[config.mk]
export PLATFORM = sky130hd
export DESIGN_NAME = cache_policy_controller_multi_flat
export DESIGN_NICKNAME = d
export VERILOG_FILES = /design/src/rtl/cache_policy_controller_multi_if.sv /design/src/rtl/cache_policy_controller_multi.sv /design/src/flat_wrapper.sv
export SDC_FILE = /design/constraint.sdc
export NUM_CORES = 1
export LEC_CHECK = 0
export ABC_AREA = 1
export CORE_MARGIN = 2
export CORE_UTILIZATION = 53
export DETAILED_ROUTE_END_ITERATION = 10
export GPL_TIMING_DRIVEN = 0
export PLACE_DENSITY_LB_ADDON = 0.05
export REMOVE_ABC_BUFFERS = 1
export SYNTH_ARGS = -nofsm -noshare
export SYNTH_HDL_FRONTEND = slang
export SYNTH_SLANG_ARGS = --single-unit
[constraint.sdc]
create_clock -name clock_i -period 2.06 [get_ports clock_i]
set_clock_uncertainty 0.1 [all_clocks]
set_input_delay 0.412 -clock clock_i [delete_from_list [all_inputs] [get_ports clock_i]]
set_output_delay 0.412 -clock clock_i [all_outputs]
set_load 0.005 [all_outputs]
[src/rtl/cache_policy_controller_multi_if.sv]
// rtl/cache_policy_controller_multi_if.sv - request/response bundle for the replacement-policy controller
// Statistics outputs exist only when CACHE_POLICY_STATS_EN is defined.
interface cache_policy_controller_multi_if #(
    parameter int BW_ACCESS_ADDR     = 32,
    parameter int BW_CAPACITY_BLOCKS = 6
);
    logic [BW_ACCESS_ADDR-1:0]     access_addr_i;
    logic [BW_CAPACITY_BLOCKS-1:0] cache_addr_i;
    logic                          miss_i;
    logic                          hit_i;
    logic                          done_o;
    logic [BW_CAPACITY_BLOCKS-1:0] addr_o;
`ifdef CACHE_POLICY_STATS_EN
    logic [31:0]                   hit_count_o;
    logic [31:0]                   miss_count_o;

    modport master (
        output access_addr_i, cache_addr_i, miss_i, hit_i,
        input  done_o, addr_o, hit_count_o, miss_count_o
    );
    modport slave (
        input  access_addr_i, cache_addr_i, miss_i, hit_i,
        output done_o, addr_o, hit_count_o, miss_count_o
    );
`else
    modport master (
        output access_addr_i, cache_addr_i, miss_i, hit_i,
        input  done_o, addr_o
    );
    modport slave (
        input  access_addr_i, cache_addr_i, miss_i, hit_i,
        output done_o, addr_o
    );
`endif
endinterface

[src/rtl/cache_policy_controller_multi.sv]
// rtl/cache_policy_controller_multi.sv - set-associative replacement victim selector (FIFO / tree PLRU / LFSR random)
// Optional hit/miss statistics counters are enabled with macro CACHE_POLICY_STATS_EN.
module cache_policy_controller_multi #(
    parameter int          BW_ACCESS_ADDR    = 32,
    parameter int          N_CAPACITY_BLOCKS = 64,
    parameter int          N_WORDS_PER_BLOCK = 4,
    parameter int          ASSOCIATIVITY     = 4,
    parameter int          POLICY            = 0,
    parameter logic [15:0] LFSR_SEED         = 16'hACE1
) (
    input  logic                           clock_i,
    input  logic                           reset_i,
    cache_policy_controller_multi_if.slave bus
);
    localparam int BW_CAPACITY_BLOCKS = $clog2(N_CAPACITY_BLOCKS);
    localparam int BW_WAY             = $clog2(ASSOCIATIVITY);
    localparam int BW_SET             = $clog2(N_CAPACITY_BLOCKS / ASSOCIATIVITY);
    localparam int BW_WORDS_PER_BLOCK = $clog2(N_WORDS_PER_BLOCK);
    localparam int N_SETS             = N_CAPACITY_BLOCKS / ASSOCIATIVITY;
    localparam int BW_SET_IDX         = (BW_SET > 0) ? BW_SET : 1;
    localparam int N_NODES            = ASSOCIATIVITY - 1;

    logic [BW_SET_IDX-1:0]         miss_set;
    logic [BW_SET_IDX-1:0]         hit_set;
    logic [BW_WAY-1:0]             hit_way;
    logic [BW_WAY-1:0]             victim_way;
    logic [BW_CAPACITY_BLOCKS-1:0] next_addr;
    logic                          miss_fire;
    logic                          hit_fire;
    logic                          unused_inputs;

    // A hit arriving together with a miss is dropped; the miss wins.
    assign miss_fire = bus.miss_i;
    assign hit_fire  = bus.hit_i & ~bus.miss_i;
    assign hit_way   = bus.cache_addr_i[BW_CAPACITY_BLOCKS-1 -: BW_WAY];

    generate
        if (BW_SET > 0) begin : g_sets
            assign miss_set  = bus.access_addr_i[BW_WORDS_PER_BLOCK +: BW_SET];
            assign hit_set   = bus.cache_addr_i[BW_SET-1:0];
            assign next_addr = {victim_way, miss_set};
        end else begin : g_one_set
            assign miss_set  = '0;
            assign hit_set   = '0;
            assign next_addr = victim_way;
        end
    endgenerate

    assign unused_inputs = ^{bus.access_addr_i, bus.cache_addr_i, hit_fire, hit_set, hit_way};

    always_ff @(posedge clock_i or posedge reset_i) begin
        if (reset_i) begin
            bus.done_o <= 1'b0;
            bus.addr_o <= '0;
        end else begin
            bus.done_o <= miss_fire;
            if (miss_fire) begin
                bus.addr_o <= next_addr;
            end
        end
    end

    generate
        if (POLICY == 1) begin : g_plru
            logic [N_NODES-1:0] plru_tree [N_SETS];
            logic [N_NODES-1:0] tree_miss;
            logic [N_NODES-1:0] tree_hit;
            logic [BW_WAY-1:0]  plru_victim;

            // Walking the victim path and pointing each node away is a toggle of that node.
            always_comb begin
                logic [BW_WAY-1:0] node;
                logic              b;
                tree_miss   = plru_tree[miss_set];
                plru_victim = '0;
                node        = '0;
                b           = 1'b0;
                for (int lvl = 0; lvl < BW_WAY; lvl++) begin
                    b                           = tree_miss[node];
                    plru_victim[BW_WAY-1-lvl]   = b;
                    tree_miss[node]             = ~b;
                    node = BW_WAY'(2 * 32'(node) + 1 + 32'(b));
                end
            end

            always_comb begin
                logic [BW_WAY-1:0] node;
                logic              b;
                tree_hit = plru_tree[hit_set];
                node     = '0;
                b        = 1'b0;
                for (int lvl = 0; lvl < BW_WAY; lvl++) begin
                    b              = hit_way[BW_WAY-1-lvl];
                    tree_hit[node] = ~b;
                    node = BW_WAY'(2 * 32'(node) + 1 + 32'(b));
                end
            end

            always_ff @(posedge clock_i or posedge reset_i) begin
                if (reset_i) begin
                    for (int s = 0; s < N_SETS; s++) begin
                        plru_tree[s] <= '0;
                    end
                end else if (miss_fire) begin
                    plru_tree[miss_set] <= tree_miss;
                end else if (hit_fire) begin
                    plru_tree[hit_set] <= tree_hit;
                end
            end

            assign victim_way = plru_victim;
        end else if (POLICY == 2) begin : g_random
            logic [15:0] lfsr;

            // Right-shifting Galois form of x^16+x^14+x^13+x^11+1.
            always_ff @(posedge clock_i or posedge reset_i) begin
                if (reset_i) begin
                    lfsr <= LFSR_SEED;
                end else begin
                    lfsr <= {1'b0, lfsr[15:1]} ^ (lfsr[0] ? 16'hB400 : 16'h0000);
                end
            end

            assign victim_way = lfsr[BW_WAY-1:0];
        end else begin : g_fifo
            logic [BW_WAY-1:0] fifo_cnt [N_SETS];

            always_ff @(posedge clock_i or posedge reset_i) begin
                if (reset_i) begin
                    for (int s = 0; s < N_SETS; s++) begin
                        fifo_cnt[s] <= '0;
                    end
                end else if (miss_fire) begin
                    fifo_cnt[miss_set] <= fifo_cnt[miss_set] + BW_WAY'(1);
                end
            end

            assign victim_way = fifo_cnt[miss_set];
        end
    endgenerate

`ifdef CACHE_POLICY_STATS_EN
    logic [31:0] hit_cnt;
    logic [31:0] miss_cnt;

    always_ff @(posedge clock_i or posedge reset_i) begin
        if (reset_i) begin
            hit_cnt  <= '0;
            miss_cnt <= '0;
        end else begin
            if (hit_fire && (hit_cnt != 32'hFFFF_FFFF)) begin
                hit_cnt <= hit_cnt + 32'd1;
            end
            if (miss_fire && (miss_cnt != 32'hFFFF_FFFF)) begin
                miss_cnt <= miss_cnt + 32'd1;
            end
        end
    end

    assign bus.hit_count_o  = hit_cnt;
    assign bus.miss_count_o = miss_cnt;
`endif
endmodule
[src/flat_wrapper.sv]
// flat-port wrapper written by rule: the top's interface ports become plain ports
module cache_policy_controller_multi_flat 
#(
    parameter int          BW_ACCESS_ADDR    = 32,
    parameter int          N_CAPACITY_BLOCKS = 64,
    parameter int          N_WORDS_PER_BLOCK = 4,
    parameter int          ASSOCIATIVITY     = 4,
    parameter int          POLICY            = 0,
    parameter logic [15:0] LFSR_SEED         = 16'hACE1
)
  (clock_i, reset_i, bus_access_addr_i, bus_cache_addr_i, bus_miss_i, bus_hit_i, bus_done_o, bus_addr_o);
  cache_policy_controller_multi_if #(.BW_ACCESS_ADDR(BW_ACCESS_ADDR)) bus_i ();
  input  logic clock_i;
  input  logic reset_i;
  input wire logic [$bits(bus_i.access_addr_i)-1:0] bus_access_addr_i;
  input wire logic [$bits(bus_i.cache_addr_i)-1:0] bus_cache_addr_i;
  input wire logic [$bits(bus_i.miss_i)-1:0] bus_miss_i;
  input wire logic [$bits(bus_i.hit_i)-1:0] bus_hit_i;
  output wire logic [$bits(bus_i.done_o)-1:0] bus_done_o;
  output wire logic [$bits(bus_i.addr_o)-1:0] bus_addr_o;
  assign bus_i.access_addr_i = bus_access_addr_i;
  assign bus_i.cache_addr_i = bus_cache_addr_i;
  assign bus_i.miss_i = bus_miss_i;
  assign bus_i.hit_i = bus_hit_i;
  assign bus_done_o = bus_i.done_o;
  assign bus_addr_o = bus_i.addr_o;
  cache_policy_controller_multi #(.BW_ACCESS_ADDR(BW_ACCESS_ADDR), .N_CAPACITY_BLOCKS(N_CAPACITY_BLOCKS), .N_WORDS_PER_BLOCK(N_WORDS_PER_BLOCK), .ASSOCIATIVITY(ASSOCIATIVITY), .POLICY(POLICY), .LFSR_SEED(LFSR_SEED)) u_core (.clock_i(clock_i), .reset_i(reset_i), .bus(bus_i));
endmodule
Yosys cells after proc, flatten, opt, wreduce, memory -nomap -nowiden
Index checks and enable logic that the tools add are counted.
{ "word_totals": {"regBits": 39} }
{ "classes": {"addsub": 1, "magnitude_cmp": 2, "muxes": 6, "n_bitwise": 1, "reduce_logical": 1} }
{ "ops": {"columns": ["cell", "count"], "rows": [
  ["bitwise mux 32 bit", 1],
  ["binary-select mux 2 bit (select 4 bit)", 1],
  ["demux 2 bit (select 4 bit)", 1],
  ["2-to-1 mux 2 bit", 3],
  [">= comparator 5 bit (second input constant)", 1],
  ["< comparator 5 x 1 -> 1 bit (second input constant)", 1],
  ["inverter 4 -> 5 bit", 1],
  ["adder 2 x 1 -> 2 bit (second input constant)", 1],
  ["logical AND 1 bit", 1]
]} }

Longest topological paths before layout
Gate-level depths: netlist of run 1.
{ "depth": {"ltp_word": 6, "mapped_depth": 15, "mapped_depth_nobuf": 12} }

Worst setup path before layout of run 1
Ideal clock, no wire load.
{ "synth_timing": {"kind": "input -> register", "startpoint": "in bus_access_addr_i[2]", "endpoint": "reg u_core.g_fifo.fifo_cnt[7] (netlist name)", "arrival_time_ns": 1.490, "path_slack_ns": 0.349, "cell_stages": 15, "cell_sequence": "buf_6 > inv_4 > buf_6 > nand2_1 > nand2_1 > nand2_1 > nand2_1 > nand2_1 > nand2_1 > inv_1 > nand2_1 > nand2_4 > buf_8 > nand3_2 > nand2_1"} }
{ "synth_via": {"elab_chain_cells": 6} }
{ "synth_lines": {"columns": ["item", "line_no", "source"], "rows": [
  ["start, declared", "flat_wrapper.sv:15", "input wire logic [$bits(bus_i.access_addr_i)-1:0] bus_access_addr_i;"],
  ["inverter 4 -> 5 bit (not written as such) *", "cache_policy_controller_multi.sv:134", "fifo_cnt[miss_set] <= fifo_cnt[miss_set] + BW_WAY'(1);"],
  ["binary-select mux 2 bit (select 4 bit), or another cell as far along", "cache_policy_controller_multi.sv:134", null],
  ["2-to-1 mux 2 bit (not written as such) or logical AND 1 bit (tied branches)", "cache_policy_controller_multi.sv:134", null],
  ["2-to-1 mux 2 bit (not written as such)", "cache_policy_controller_multi.sv:134", null],
  ["adder 2 x 1 -> 2 bit or demux 2 bit (select 4 bit) (tied branches)", "cache_policy_controller_multi.sv:134", null],
  ["bitwise mux 32 bit *", "cache_policy_controller_multi.sv:134", null],
  ["end signal, assigned by index", "cache_policy_controller_multi.sv:134", null],
  ["end, declared", "cache_policy_controller_multi.sv:126", "logic [BW_WAY-1:0] fifo_cnt [N_SETS];"]
]} }
Mark *: on every way between the ends. The rest lies on a longest branch, timed or not. The select of a mux whose other input is x is not followed.
A chain may end at the register's enable or synchronous reset.

Final worst setup path of run 1
{ "layout_timing": {"startpoint": "in bus_access_addr_i[5]", "endpoint": "reg u_core.g_fifo.fifo_cnt[19] (netlist name)"} }
The elaborated chain is that of the path after synthesis.

==> run summary, run 1 <==
Rows: 22
register area share after synthesis: 0.4696
core area: 3716 um^2
Post-route DRC: 0
DRT Wirelength: 4327 um
CTS tree: yes
layout cells sized above 1: 0.1212
Buffers on Ports: 13
initial antenna violation count: 0
reg-to-reg setup timing slack: 0.49 ns
Sw Pwr: 0.7483 mW
Resized cells post-CTS: 10
Setup crit start kind: primary input
maximum root-to-sink buffer count: 2
Cells after DPL: 337
Post-CTS Setup Bufs: 0
crit path DAT: 1.95 ns
Tot Pwr: 2.335 mW
CP Max Fanout: 17
vias in the first global route: 1624
Netlist cell types: 19
Clk pwr share: 0.283
Critical Path End Type: flop
cell area after layout: 2341 um^2
fmax: 0.5368 GHz
Slowest cell on crit path: clkdlybuf4s50_1
Pint: 1.587 mW
Die H: 66.62 um
crit path kind: primary input to flop
starting DRC count in detailed routing: 108
Pleak: 1.188 nW
Initial Util: 0.5593
commonest non-fill, non-tap cell in the layout: nand2_1
max cap viols: 0
area delta synth->final: 12.64%
first-pass GRT wire length: 7238 um
Synth Instances: 283
pre-CTS WS: -0.9688 ns
Clk Latency, worst-skew pair: 0.30 ns
setup TNS: 0 ns
fin cells: 345
Routed WL per cell: 12.54 um
Clock transition at path regs: 0.08 ns
setup ws final: 0.1972 ns
most frequent cells in the layout: 130 x nand2_1, 39 x dfrtp_1, 25 x nor2_1
reg2reg start: u_core.g_fifo.fifo_cnt[22]
minimum clock period: 1.863 ns
ANT cells: 0
vias per cell: 4.867
# IOs: 49
status: finished clean
Slew @ Worst Pin: 0.8052 ns
Reg power frac: 0.463
Clock Sinks: 39
1st-pass router iterations: 4
worst vdd rail ir drop: 0.5841 mV
Worst Hold End: u_core.bus.addr_o[1]
Yosys reg bits: 39
Comb power frac: 0.254
cell area after placement: 2202 um^2
Overflow after GRT: 0
Final Core Density: 0.6300
dpl hpwl: 2949 um
Critical Path Max Stage Delay: 0.53 ns
Final GP Congestion: 0.8527
Die X: 66.62 um
largest net degree at the start of global routing: 40
H-tree levels: 2
Hold Crit Start: u_core.bus.addr_o[1]
Cell Area, Synth: 2078 um^2
die footprint: 4438 um^2
Hold WC Path Type: flop to flop
Post-CTS Hold Fix Bufs: 0
Slew Limit Fails: 0
CP required: 2.15 ns
PwrDens: 997.5 nW/um^2
total clock buffers created by CTS: 5
Root Buffer: clkbuf_8
Hold Slack: 0.3776 ns
Final #Nets: 338
Yosys Warn Count: 0
Global Route Usage Sum: 0.2222
cells along the critical path: clkdlybuf4s50_1 -> inv_1 -> nor2_1 -> nand2_1 -> nand2_1 -> inv_1 -> nand2_8 -> nand2_8 -> nand3_1 -> nand2_1
final setup fails: 0
via count: 1679
worst hold stages: 2
syn_area_per_cell: 7.344 um^2
cell mode on critical path: nand2_1
sw frac: 0.3205
final count of hold timing violations: 0
fin crit share: 0.9043
Post-DRT Antenna Nets: 0
relative slew slack: 0.4624
reg2reg end: u_core.g_fifo.fifo_cnt[19]
Worst R2R Path Depth: 10
-- power by group through the flow --
stage | Clock (mW) | Combinational, mW | Sequential, mW
6_report | 0.661 | 0.593 | 1.08
3_5_place_dp | 0 | 0.578 | 1.09
3_3_place_gp | 0 | 0.564 | 1.09
2_1_floorplan | 0 | 0.415 | 1.07
4_1_cts | 0.674 | 0.580 | 1.08
5_1_grt | 0.702 | 0.691 | 1.10
-- cells by family (layout without fill, tap and decap cells) --
logic type             count (synthesis)  count (layout)  share of synthesized area
buffers and inverters                 36              50                    0.08549
AO/OA/AOI/OAI                         24              24                    0.05900
flip-flops                            39              39                     0.4696
AND/OR/NAND/NOR                      184             184                     0.3859
-- how the worst max path moves through the flow --
stage	start	end	slack (ns)	cells past startpoint
after global placement	bus_access_addr_i[2]	u_core.g_fifo.fifo_cnt[21]	-0.96	12
after CTS	bus_access_addr_i[3]	u_core.g_fifo.fifo_cnt[25]	0.006	10
after floorplan	bus_access_addr_i[3]	u_core.g_fifo.fifo_cnt[15]	0.48	9
after global routing	bus_access_addr_i[5]	u_core.g_fifo.fifo_cnt[25]	-0.02	10
final	bus_access_addr_i[5]	u_core.g_fifo.fifo_cnt[19]	0.20	10
after detailed placement	bus_access_addr_i[2]	u_core.g_fifo.fifo_cnt[15]	-0.97	12
-- cells in the mapped netlist --
library cell / count / area share
nor2_1: 25 / 0.045
clkinv_1: 2 / 0.0036
buf_2: 2 / 0.0048
nand3_2: 10 / 0.048
dfrtp_1: 39 / 0.47
a21oi_1: 3 / 0.0072
nand3_1: 7 / 0.017
inv_2: 1 / 0.0018
o21a_1: 1 / 0.0036
nand2_1: 130 / 0.23
inv_1: 25 / 0.045
nor2_2: 2 / 0.0060
buf_8: 1 / 0.0072
buf_4: 1 / 0.0036
nand2_2: 8 / 0.024
buf_6: 3 / 0.016
o21ai_0: 20 / 0.048
inv_4: 1 / 0.0030
nand2_4: 2 / 0.011
-- cell type report --
cell class	count	area (um^2)
clock inverters	2	35.03
well taps	48	60.06
clock buffers	6	82.58
repair buffers	13	122.6
fillers	335	1375
multi-input cells	208	947.2
inverters	29	117.6
flip-flops and latches	39	975.9
-- flip-flops by register name, summed over array words and instances, names as in the netlist --
name,count
u_core.g_fifo.fifo_cnt,32
u_core.bus.addr_o,6
u_core.bus.done_o,1
-- layer usage --
layer / global-route usage / part of all wire
met3: 0.03547 / 0.044
met1: 0.2758 / 0.47
met5: 0 / 0
met4: 0.09694 / 0.020
met2: 0.3800 / 0.46
-- critical path: cells and delay by family --
kind	cells	cell delay, ns
and+or+nand+nor	7	0.81
buffers and inverters	3	0.72
(Power assumes the default switching activity.)
==> run 2, diff against run 1 <==
--- a/config.mk
+++ b/config.mk
@@ -6,10 +6,11 @@
 export NUM_CORES = 1
 export LEC_CHECK = 0
 export ABC_AREA = 1
-export CORE_MARGIN = 2
+export CORE_MARGIN = 8
 export CORE_UTILIZATION = 53
 export DETAILED_ROUTE_END_ITERATION = 10
 export GPL_TIMING_DRIVEN = 0
+export HOLD_SLACK_MARGIN = 0.15
 export PLACE_DENSITY_LB_ADDON = 0.05
 export REMOVE_ABC_BUFFERS = 1
 export SYNTH_ARGS = -nofsm -noshare
==> run 2 against run 1 <==
Hold slack worse by 0.00099 ns. Combinational power up 0.8%. Worst setup slack worse by 0.0040 ns. Critical endpoint is now u_core.g_fifo.fifo_cnt[25].
==> run summary, run 2 (synthesized netlist as in run 1, its figures left out) <==
fillers: 351 (+4.8%)
dpl hpwl: 3044 um (+3.2%)
Comb power frac: 0.274 (+0.020)
largest net degree at the start of global routing: 40 (unchanged)
pre-CTS WS: -0.9442 ns (+0.02458 ns)
Worst R2R Path Depth: 10 (unchanged)
Clock Sinks: 39 (unchanged)
sw frac: 0.3466 (+0.02608)
status: finished clean
setup ws final: 0.1932 ns (-0.004005 ns)
Worst Hold End: u_core.bus.addr_o[1]
Overflow after GRT: 0 (unchanged)
first-pass GRT wire length: 7893 um (+9.0%)
Hold Slack: 0.3766 ns (-0.0009940 ns)
CTS tree: yes
commonest non-fill, non-tap cell in the layout: nand2_1
vias in the first global route: 1708 (+5.2%)
PwrDens: 946.3 nW/um^2 (-5.1%)
core area: 3716 um^2 (unchanged)
cell area after layout: 2307 um^2 (-1.4%)
maximum root-to-sink buffer count: 2 (unchanged)
reg2reg end: u_core.g_fifo.fifo_cnt[23]
reg-to-reg setup timing slack: 0.50 ns (about the same)
Critical Path End Type: flop
Final #Nets: 338 (unchanged)
CP Max Fanout: 17 (unchanged)
top flop regs: u_core.g_fifo.fifo_cnt: 32 flops, u_core.bus.addr_o: 6 flops, u_core.bus.done_o: 1 flops
via count: 1712 (+2.0%)
relative slew slack: 0.4798 (+0.01741)
max cap viols: 0 (unchanged)
die footprint: 6181 um^2 (+39%)
Root Buffer: clkbuf_8
worst hold stages: 2 (unchanged)
Initial Util: 0.5593 (unchanged)
max FFs per register: 32 (unchanged)
vias per cell: 4.962 (+2.0%)
layout cells sized above 1: 0.1212 (unchanged)
Rows: 22 (unchanged)
Slew Limit Fails: 0 (unchanged)
starting DRC count in detailed routing: 95 (-12%)
Post-CTS Setup Bufs: 0 (unchanged)
Buffers on Ports: 13 (unchanged)
fin cells: 345 (unchanged)
unrepaired setup endpoints after global routing: false
Biggest register: u_core.g_fifo.fifo_cnt
crit path kind: primary input to flop
Post-route DRC: 0 (unchanged)
Pint: 1.427 mW (-10%)
Pleak: 1.174 nW (-1.1%)
Post-DRT Antenna Nets: 0 (unchanged)
fin crit share: 0.9062 (+0.001944)
initial antenna violation count: 0 (unchanged)
H-tree levels: 2 (unchanged)
setup TNS: 0 ns (unchanged)
area delta synth->final: 11.02%
final count of hold timing violations: 0 (unchanged)
Final GP Congestion: 0.9000 (+5.5%)
Routed WL per cell: 12.80 um (+2.1%)
1st-pass router iterations: 4 (unchanged)
most frequent cells in the layout: 130 x nand2_1, 39 x dfrtp_1, 25 x nor2_1
crit path DAT: 1.95 ns (about the same)
total clock buffers created by CTS: 5 (unchanged)
Final Core Density: 0.6209 (-0.009091)
minimum clock period: 1.867 ns (+0.004005 ns)
Hold WC Path Type: flop to flop
ANT cells: 0 (unchanged)
worst vdd rail ir drop: 0.7152 mV (+22%)
Clk Latency, worst-skew pair: 0.30 ns (about the same)
cell area after placement: 2202 um^2 (unchanged)
CP required: 2.14 ns (about the same)
Global Route Usage Sum: 0.1607 (-0.06148)
Cells after DPL: 337 (unchanged)
Die X: 78.62 um (+18%)
reg2reg start: u_core.g_fifo.fifo_cnt[18]
Setup crit start kind: primary input
Hold Crit Start: u_core.bus.addr_o[1]
Sw Pwr: 0.7567 mW (+1.1%)
Slew @ Worst Pin: 0.7791 ns (-0.02607 ns)
Die H: 78.62 um (+18%)
Clock transition at path regs: 0.08 ns (about the same)
DRT Wirelength: 4417 um (+2.1%)
Tot Pwr: 2.183 mW (-6.5%)
Clk pwr share: 0.229 (-0.054)
Reg power frac: 0.497 (+0.034)
fmax: 0.5357 GHz (-0.21%)
# IOs: 49 (unchanged)
final setup fails: 0 (unchanged)
## run 2: cell types whose count changed in the layout (fill, tap and decap cells not counted)
cell       previous run  this run
clkinv_2              2         4
bufinv_16             1         0
clkbuf_8              6         5
## run 2: area by class of cell
type | count | area, um^2 | share of cell area
clock buffer | 5 | 68.82 | 0.02983
clock inverter | 3 | 15.01 | 0.006508
inverter | 29 | 117.6 | 0.05098
multi-input combinational | 208 | 947.2 | 0.4105
sequential | 39 | 975.9 | 0.4230
tap | 48 | 60.06 | 0.02603
timing repair buffer | 13 | 122.6 | 0.05315
## run 2: timing repair
action,in CTS,in global routing
hold buffers,0,0
resized for setup,10,5
cloned,0,0
endpoints found under the setup margin,34,16
pin swaps,0,1
## run 2: power by group through the flow
| stage | clock network [mW] | logic [mW] | registers [mW] |
|---|---|---|---|
| after floorplan | 0 | 0.415 | 1.07 |
| after global placement | 0 | 0.568 | 1.09 |
| after detailed placement | 0 | 0.581 | 1.10 |
| after CTS | 0.508 | 0.582 | 1.08 |
| after global routing | 0.533 | 0.694 | 1.11 |
| final | 0.500 | 0.598 | 1.09 |
## run 2: worst max-delay path, cell delays in order
cell	delay [ns]
clkdlybuf4s50_1	0.54
nand2_1	0.19
inv_1	0.11
nand2_1	0.06
nand2_1	0.09
inv_1	0.10
nand2_8	0.16
nand2_8	0.14
nand3_1	0.10
nand2_1	0.05
## run 2: how the worst max path moves through the flow
stage	slack, ns	cells past startpoint	to	from
2_1_floorplan	0.48	9	u_core.g_fifo.fifo_cnt[15]	bus_access_addr_i[3]
3_3_place_gp	-0.95	13	u_core.g_fifo.fifo_cnt[21]	bus_access_addr_i[2]
3_5_place_dp	-0.94	13	u_core.g_fifo.fifo_cnt[21]	bus_access_addr_i[2]
4_1_cts	0.003	10	u_core.g_fifo.fifo_cnt[25]	bus_access_addr_i[3]
5_1_grt	0.05	10	u_core.g_fifo.fifo_cnt[21]	bus_access_addr_i[5]
6_report	0.19	10	u_core.g_fifo.fifo_cnt[25]	bus_access_addr_i[5]
## run 2: per-layer routing
metal  up-vias  share of wire  track usage
li1        890              -            -
met1       780           0.48       0.2003
met2        36           0.45       0.2577
met3         6          0.062      0.04442
met4         0          0.016      0.06296
met5         -              0            0
==> run 3, diff against run 2 <==
--- a/config.mk
+++ b/config.mk
@@ -8,6 +8,7 @@
 export ABC_AREA = 1
 export CORE_MARGIN = 8
 export CORE_UTILIZATION = 53
+export CTS_CLUSTER_DIAMETER = 30
 export DETAILED_ROUTE_END_ITERATION = 10
 export GPL_TIMING_DRIVEN = 0
 export HOLD_SLACK_MARGIN = 0.15
==> results of run 3 <==
Same layout as run 2: the final DEF is identical, and so are final timing and power.
